<file path="src/rtl/sram_1rw_arbiter.sv">
// rtl/sram_1rw_arbiter.sv - round-robin two-requester controller for a 1RW SRAM macro with clear-on-reset
// Optional feature macro SRAM_ARB_RSP_REG_EN: registers the read response (latency 2 instead of 1).
module sram_1rw_arbiter #(
  parameter int ADDR_W = 7,
  parameter int DATA_W = 46
) (
  input  logic              clk,
  input  logic              reset,
  output logic              init_done,
  input  logic              a_req_valid,
  output logic              a_req_ready,
  input  logic              a_req_we,
  input  logic [ADDR_W-1:0] a_req_addr,
  input  logic [DATA_W-1:0] a_req_wdata,
  output logic              a_rsp_valid,
  output logic [DATA_W-1:0] a_rsp_rdata,
  input  logic              b_req_valid,
  output logic              b_req_ready,
  input  logic              b_req_we,
  input  logic [ADDR_W-1:0] b_req_addr,
  input  logic [DATA_W-1:0] b_req_wdata,
  output logic              b_rsp_valid,
  output logic [DATA_W-1:0] b_rsp_rdata,
  output logic [ADDR_W-1:0] sram_a,
  output logic              sram_csb,
  output logic              sram_web,
  output logic              sram_oeb,
  output logic [DATA_W-1:0] sram_i,
  input  logic [DATA_W-1:0] sram_o
);

  typedef enum logic {ST_INIT, ST_RUN} state_t;

  state_t            state_q, state_d;
  logic [ADDR_W-1:0] init_ptr_q, init_ptr_d;
  logic              last_b_q, last_b_d;
  logic              pend_valid_q, pend_valid_d;
  logic              pend_owner_q, pend_owner_d;
  logic              run;
  logic              grant_a, grant_b;

  // last_b_q set means B was granted most recently, so A wins a tie
  always_comb begin
    run     = (state_q == ST_RUN) && !reset;
    grant_a = run && a_req_valid && (!b_req_valid || last_b_q);
    grant_b = run && b_req_valid && !grant_a;
  end

  always_comb begin
    state_d    = state_q;
    init_ptr_d = init_ptr_q;
    last_b_d   = last_b_q;
    if (state_q == ST_INIT) begin
      init_ptr_d = init_ptr_q + ADDR_W'(1);
      if (init_ptr_q == {ADDR_W{1'b1}}) begin
        state_d = ST_RUN;
      end
    end
    if (grant_a) begin
      last_b_d = 1'b0;
    end else if (grant_b) begin
      last_b_d = 1'b1;
    end
    pend_valid_d = (grant_a && !a_req_we) || (grant_b && !b_req_we);
    pend_owner_d = grant_b;
  end

  always_comb begin
    sram_csb = 1'b1;
    sram_web = 1'b1;
    sram_a   = '0;
    sram_i   = '0;
    if (!reset) begin
      if (state_q == ST_INIT) begin
        sram_csb = 1'b0;
        sram_web = 1'b0;
        sram_a   = init_ptr_q;
      end else if (grant_a) begin
        sram_csb = 1'b0;
        sram_web = ~a_req_we;
        sram_a   = a_req_addr;
        sram_i   = a_req_wdata;
      end else if (grant_b) begin
        sram_csb = 1'b0;
        sram_web = ~b_req_we;
        sram_a   = b_req_addr;
        sram_i   = b_req_wdata;
      end
    end
    sram_oeb    = !(pend_valid_q && !reset);
    init_done   = run;
    a_req_ready = grant_a;
    b_req_ready = grant_b;
  end

`ifdef SRAM_ARB_RSP_REG_EN
  logic              rsp_valid_q, rsp_valid_d;
  logic              rsp_owner_q, rsp_owner_d;
  logic [DATA_W-1:0] rsp_data_q, rsp_data_d;

  // The macro output is only driven while OEB is low, so capture solely in that cycle
  always_comb begin
    rsp_valid_d = pend_valid_q;
    rsp_owner_d = pend_owner_q;
    rsp_data_d  = pend_valid_q ? sram_o : '0;
    a_rsp_valid = rsp_valid_q && !rsp_owner_q && !reset;
    b_rsp_valid = rsp_valid_q && rsp_owner_q && !reset;
    a_rsp_rdata = a_rsp_valid ? rsp_data_q : '0;
    b_rsp_rdata = b_rsp_valid ? rsp_data_q : '0;
  end
`else
  always_comb begin
    a_rsp_valid = pend_valid_q && !pend_owner_q && !reset;
    b_rsp_valid = pend_valid_q && pend_owner_q && !reset;
    a_rsp_rdata = a_rsp_valid ? sram_o : '0;
    b_rsp_rdata = b_rsp_valid ? sram_o : '0;
  end
`endif

  always_ff @(posedge clk) begin
    if (reset) begin
      state_q      <= ST_INIT;
      init_ptr_q   <= '0;
      last_b_q     <= 1'b1;
      pend_valid_q <= 1'b0;
      pend_owner_q <= 1'b0;
`ifdef SRAM_ARB_RSP_REG_EN
      rsp_valid_q  <= 1'b0;
      rsp_owner_q  <= 1'b0;
      rsp_data_q   <= '0;
`endif
    end else begin
      state_q      <= state_d;
      init_ptr_q   <= init_ptr_d;
      last_b_q     <= last_b_d;
      pend_valid_q <= pend_valid_d;
      pend_owner_q <= pend_owner_d;
`ifdef SRAM_ARB_RSP_REG_EN
      rsp_valid_q  <= rsp_valid_d;
      rsp_owner_q  <= rsp_owner_d;
      rsp_data_q   <= rsp_data_d;
`endif
    end
  end

endmodule

</file>
<file path="config.mk">
export PLATFORM = sky130hd
export DESIGN_NAME = sram_1rw_arbiter
export DESIGN_NICKNAME = d
export VERILOG_FILES = /design/src/rtl/sram_1rw_arbiter.sv
export SDC_FILE = /design/constraint.sdc
export NUM_CORES = 1
export LEC_CHECK = 0
export ABC_CLOCK_PERIOD_IN_PS = 1700
export CORE_AREA = 3 3 119 121
export CTS_BUF_LIST = sky130_fd_sc_hd__clkbuf_16
export DETAILED_ROUTE_END_ITERATION = 10
export DIE_AREA = 0 0 122 124
export SLEW_MARGIN = 25
export SYNTH_ARGS = -nofsm -noshare
export SYNTH_HDL_FRONTEND = slang
export SYNTH_SLANG_ARGS = --single-unit
</file>
<file path="constraint.sdc">
create_clock -name clk -period 1.7 [get_ports clk]
set_input_delay 0.255 -clock clk [delete_from_list [all_inputs] [get_ports clk]]
set_output_delay 0.255 -clock clk [all_outputs]
set_load 0.02 [all_outputs]
</file>
# [Word level (Yosys, flattened, before mapping)]
# Cells that the tools add are included.
[totals] reg_bits=11 input_bits=158 output_inout_bits=153 wordCells=53
[classes] add_sub_neg=1 eq_ne=1 mux=22 bitwise_logic=2 n_reduce_logical=22
[ops] op="2-to-1 mux 46 bit" count=6
[ops] op="2-to-1 mux 7 bit" count=4
[ops] op="logical AND 1 bit" count=12
[ops] op="2-to-1 mux 1 bit" count=12
[ops] op="adder 7 x 1 -> 7 bit (second input constant)" count=1
[ops] op="equality test 7 bit (second input constant)" count=1
[ops] op="logical NOT 1 bit" count=7
[ops] op="logical OR 1 bit" count=2
[ops] op="NOT 1 bit" count=2
[ops] op="nonzero test 2 bit" count=1

# [Longest topological paths before layout]
[depth] ltp_word=10 mapped_depth=5

# [Worst setup path after synthesis]
# OpenSTA, ideal clock, no wires.
[synth_path] kind="register to output" startpoint="reg state_q" endpoint="out sram_i[36]" arrival_time_ns=1.330 required_ns=1.445 setup_slack_ns=0.115 stages_incl_launch_ff=6 cell_sequence="dfxtp_1 nor2b_4 nand3_2 inv_2 buf_2 a22o_1"
[synth_via] elab_chain_len=9 elab_cells_between_ends=10 classes_between="mux (4); reduce/logical (6)"
[synth_rtl] element="start: declaration" line="34" rtl="state_t state_q, state_d;"
[synth_rtl] element="start signal: assignment" line="133" rtl="state_q <= state_d;"
[synth_rtl] element="logical AND 1 bit (*)" line="44" rtl="run = (state_q == ST_RUN) && !reset;"
[synth_rtl] element="named net init_done" line="9" rtl="output logic init_done,"
[synth_rtl] element="logical AND 1 bit (*) (2 in series)" line="45" rtl="grant_a = run && a_req_valid && (!b_req_valid || last_b_q);"
[synth_rtl] element="named net a_req_ready" line="11" rtl="output logic a_req_ready,"
[synth_rtl] element="logical NOT 1 bit" line="46" rtl="grant_b = run && b_req_valid && !grant_a;"
[synth_rtl] element="logical AND 1 bit" line="46"
[synth_rtl] element="2-to-1 mux 46 bit" line="83" rtl="end else if (grant_b) begin"
[synth_rtl] element="2-to-1 mux 46 bit (*)" line="78" rtl="end else if (grant_a) begin"
[synth_rtl] element="2-to-1 mux 46 bit (*)" line="74" rtl="if (state_q == ST_INIT) begin"
[synth_rtl] element="2-to-1 mux 46 bit (*)" line="73" rtl="if (!reset) begin"
[synth_rtl] element="end: declaration" line="28" rtl="output logic [DATA_W-1:0] sram_i,"
# The timed path passes the listed nets; every way through them passes the cells marked *.

# [Final worst setup path]
[layout_path] startpoint="reg last_b_q" endpoint="out sram_i[37]"
[layout_via] elab_chain_len=8
[layout_rtl] element="start: declaration" line="36" rtl="logic last_b_q, last_b_d;"
[layout_rtl] element="start signal: assignment" line="135" rtl="last_b_q <= last_b_d;"
[layout_rtl] element="logical OR 1 bit (*)" line="45"
[layout_rtl] element="logical AND 1 bit (*)" line="45"
[layout_rtl] element="logical NOT 1 bit" line="46"
[layout_rtl] element="logical AND 1 bit" line="46"
[layout_rtl] element="2-to-1 mux 46 bit" line="83"
[layout_rtl] element="2-to-1 mux 46 bit (*)" line="78"
[layout_rtl] element="2-to-1 mux 46 bit (*)" line="74"
[layout_rtl] element="2-to-1 mux 46 bit (*)" line="73"
# Every way passes the cells marked *; elsewhere a longest branch is shown, timed or not.

==> impl_metrics.ini <==
[routing]
wl_met2_um = 7650
drt.antenna.violating_nets = 0
wl_um = 14900
wl_met1_um = 5990
wl_per_cell_um = 19.3
via_count = 3215
met3_length_um = 941
drt_iter0_markers = 117
maxUsedRoutingLayer = met4
viasPerCell = 4.16
first_pass_iters = 4
drc = 0

[final_layout]
area.sequential_um2 = 225
multiInputGateArea_mm2 = 0.00145
final_util_pct = 42.9
final_cells = 772
drive_above_1_share_pct = 41.8
nets = 756
insertedDiodeCount = 0
area_growth_syn_to_layout_pct = 227
final_cell_mix = clkdlybuf4s50_1 (154), and2_1 (93), buf_2 (85), buf_6 (71), a22o_1 (44)
layout_commonest_cell = clkdlybuf4s50_1
fill_cells = 1343

[pwr]
p_leak_nw = 2.74
power.density_mw_per_mm2 = 211
ir_worst_vdd_mv = 0.404

[clock_tree]
clk_transition_reported_paths_ns = 0.05
cts_tree = built
cts.sinks = 11
cts_inserted_buffers = 3
cts.path.max_buffers = 2
insertion_delay_ns = 0.25
ctsHoldBuffers = 0
htree_levels = 1
cts_root_buf = clkbuf_16

[global_route]
grt_first_pass_wirelength_um = 19700
first_global_vias = 3229
grt.total_usage_pct = 17.0
overflow = 0
grt_max_degree = 25
antenna_found_initial = 0

[flow_run]
drv_cap = 0

[die]
core_mm2 = 0.0132
initial_core_util_pct = 13.1
die_w_um = 122
ios = 311
row_count = 42
die-area_mm2 = 0.0151
die_h_um = 124

[timing]
final.min_clock_period_ns = 1.95
relSlewSlack_pct = 85.1
setup_viol = 55
holdWs_ns = 0.394
max_freq_mhz = 513
hold_viol_final = 0
slew_viol_final = 0
finalWorstSetupSlack_ns = -0.251
fin_crit_sh_pct = 115
tightestPinTransition_ns = 0.224
skew_ns = 0.00202
rsz0062_at_grt = true

[critical_path]
crit_fanout = 7
start_kind = flop
cpMostUsedCell = buf_6
cp_slowest_cell = dfxtp_2
reg2reg_depth = 5
crit_path_start = last_b_q
reg2reg_slack_ns = 0.30
cp-end-kind = output pin
crit_type = flop to output pin
regToRegStartpoint = state_q
crit_chain = nand2b_4 -> nand3_4 -> clkinv_8 -> buf_12 -> buf_16 -> buf_6 -> a22o_1 -> buf_6
crit_path_end = sram_i[37]
arrival_ns = 1.70
critPathMaxStageDelay_ns = 0.33
r2r-end = init_ptr_q[5]
critPathRequiredTime_ns = 1.44

[place]
placed_cells = 719
dp_hpwl_um = 10500
io_buffers = 310
place_ws_ns = -0.874
place_congestion = 0.877

[yosys]
ys_seq_area_share_pct = 12.8
synthesis.area_mm2 = 0.00173
syn_nets = 392
syn_area_per_cell_um2 = 7.41
synth-seq-cells = 11
yosysWarnings = 0
synth_cell_types = 30
syn_inst = 233

[outcome]
violations = setup timing
status = finished, violations left

[min_path]
min_path_type = primary input to flop
sequential cells by signal, indices dropped and copies added, names as in the netlist:
name	cells
pend_valid_q	1
last_b_q	1
pend_owner_q	1
state_q	1
init_ptr_q	7
power breakdown:
| group | switching [mW] | total [mW] | internal (mW) |
|---|---|---|---|
| logic | 0.117 | 0.472 | 0.355 |
| registers | 0.00545 | 0.271 | 0.265 |
| clock network | 0.137 | 0.450 | 0.313 |
cell usage after synthesis:
cell / number / area, µm²
a21o_1: 1 / 7.51
a21oi_1: 3 / 15.0
a221o_1: 7 / 70.1
a22o_1: 46 / 403
a31o_2: 2 / 17.5
a31oi_1: 2 / 12.5
and2_1: 99 / 619
and4_1: 1 / 8.76
buf_2: 20 / 100
buf_6: 1 / 11.3
clkbuf_1: 1 / 3.75
dfxtp_1: 11 / 220
ha_1: 1 / 12.5
inv_1: 2 / 7.51
inv_2: 2 / 7.51
mux2i_1: 1 / 10.0
nand2_1: 2 / 7.51
nand2b_1: 3 / 18.8
nand3_1: 2 / 10.0
nand3_2: 2 / 20.0
nand4b_1: 2 / 17.5
nor2_1: 11 / 41.3
nor2b_1: 2 / 12.5
nor2b_4: 1 / 13.8
o21ai_0: 1 / 5.00
o22ai_1: 1 / 6.26
or2_2: 1 / 6.26
or3_1: 1 / 6.26
xnor2_1: 1 / 8.76
xor2_1: 3 / 26.3
how the worst min path moves through the flow:
stage | start | to | slack [ns] | cells after the start
global placement | init_ptr_q[5] | init_ptr_q[5] | 0.48 | 2
detailed placement | init_ptr_q[5] | init_ptr_q[5] | 0.53 | 2
global route | reset | init_ptr_q[2] | 0.40 | 3
floorplan | b_req_we | pend_valid_q | 0.35 | 1
finish | reset | init_ptr_q[2] | 0.39 | 3
CTS | reset | init_ptr_q[2] | 0.39 | 3
layer usage:
layer | GRT usage [%] | vias to the layer above
met4 | 4.13 | 0
met1 | 21.0 | 1497
met5 | 0 | -
met3 | 2.86 | 23
met2 | 30.7 | 136
li1 | - | 1559
critical path: cells and delay by family (launching register included):
| family | cells | cell delay (ns) |
|---|---|---|
| flops | 1 | 0.33 |
| buf+inv | 5 | 0.61 |
| simple gates | 2 | 0.27 |
| compound gates | 1 | 0.23 |
through the flow:
stage / instance area (µm²) / TNS (ns) / total power, mW
final: 5650 / -7.92 / 1.19
after global routing: 5650 / -10.90 / 1.25
after CTS: 6070 / -7.91 / 1.20
after detailed placement: 5140 / -115.99 / 0.737
after global placement: 5140 / -111.59 / 0.730
after floorplan: 1730 / 0 / 0.316
cell type report:
cell class	instances	area share, %
Tap cell	176	3.89
Clock inverter	1	0.0885
Timing Repair Buffer	381	64.4
Multi-Input combinational cell	196	25.7
Clock buffer	3	1.33
Sequential cell	11	3.98
Inverter	4	0.575
kinds of logic after synthesis:
| logic type | Yosys count | share of synthesized area (%) |
|---|---|---|
| simple gates | 127 | 45.3 |
| buf+inv | 26 | 7.54 |
| compound gates | 63 | 31.1 |
| fa+ha+maj | 1 | 0.725 |
| xor+xnor | 4 | 2.03 |
| flops | 11 | 12.8 |
| mux | 1 | 0.580 |
repair_timing:
item / in CTS / in global routing
gates cloned: 12 / 1
pin swaps: 28 / 27
resized for setup: 660 / 111
setup buffers: 32 / 8
endpoints found under the setup margin: 153 / 142
No activity file was read; power rests on OpenSTA's default activity.
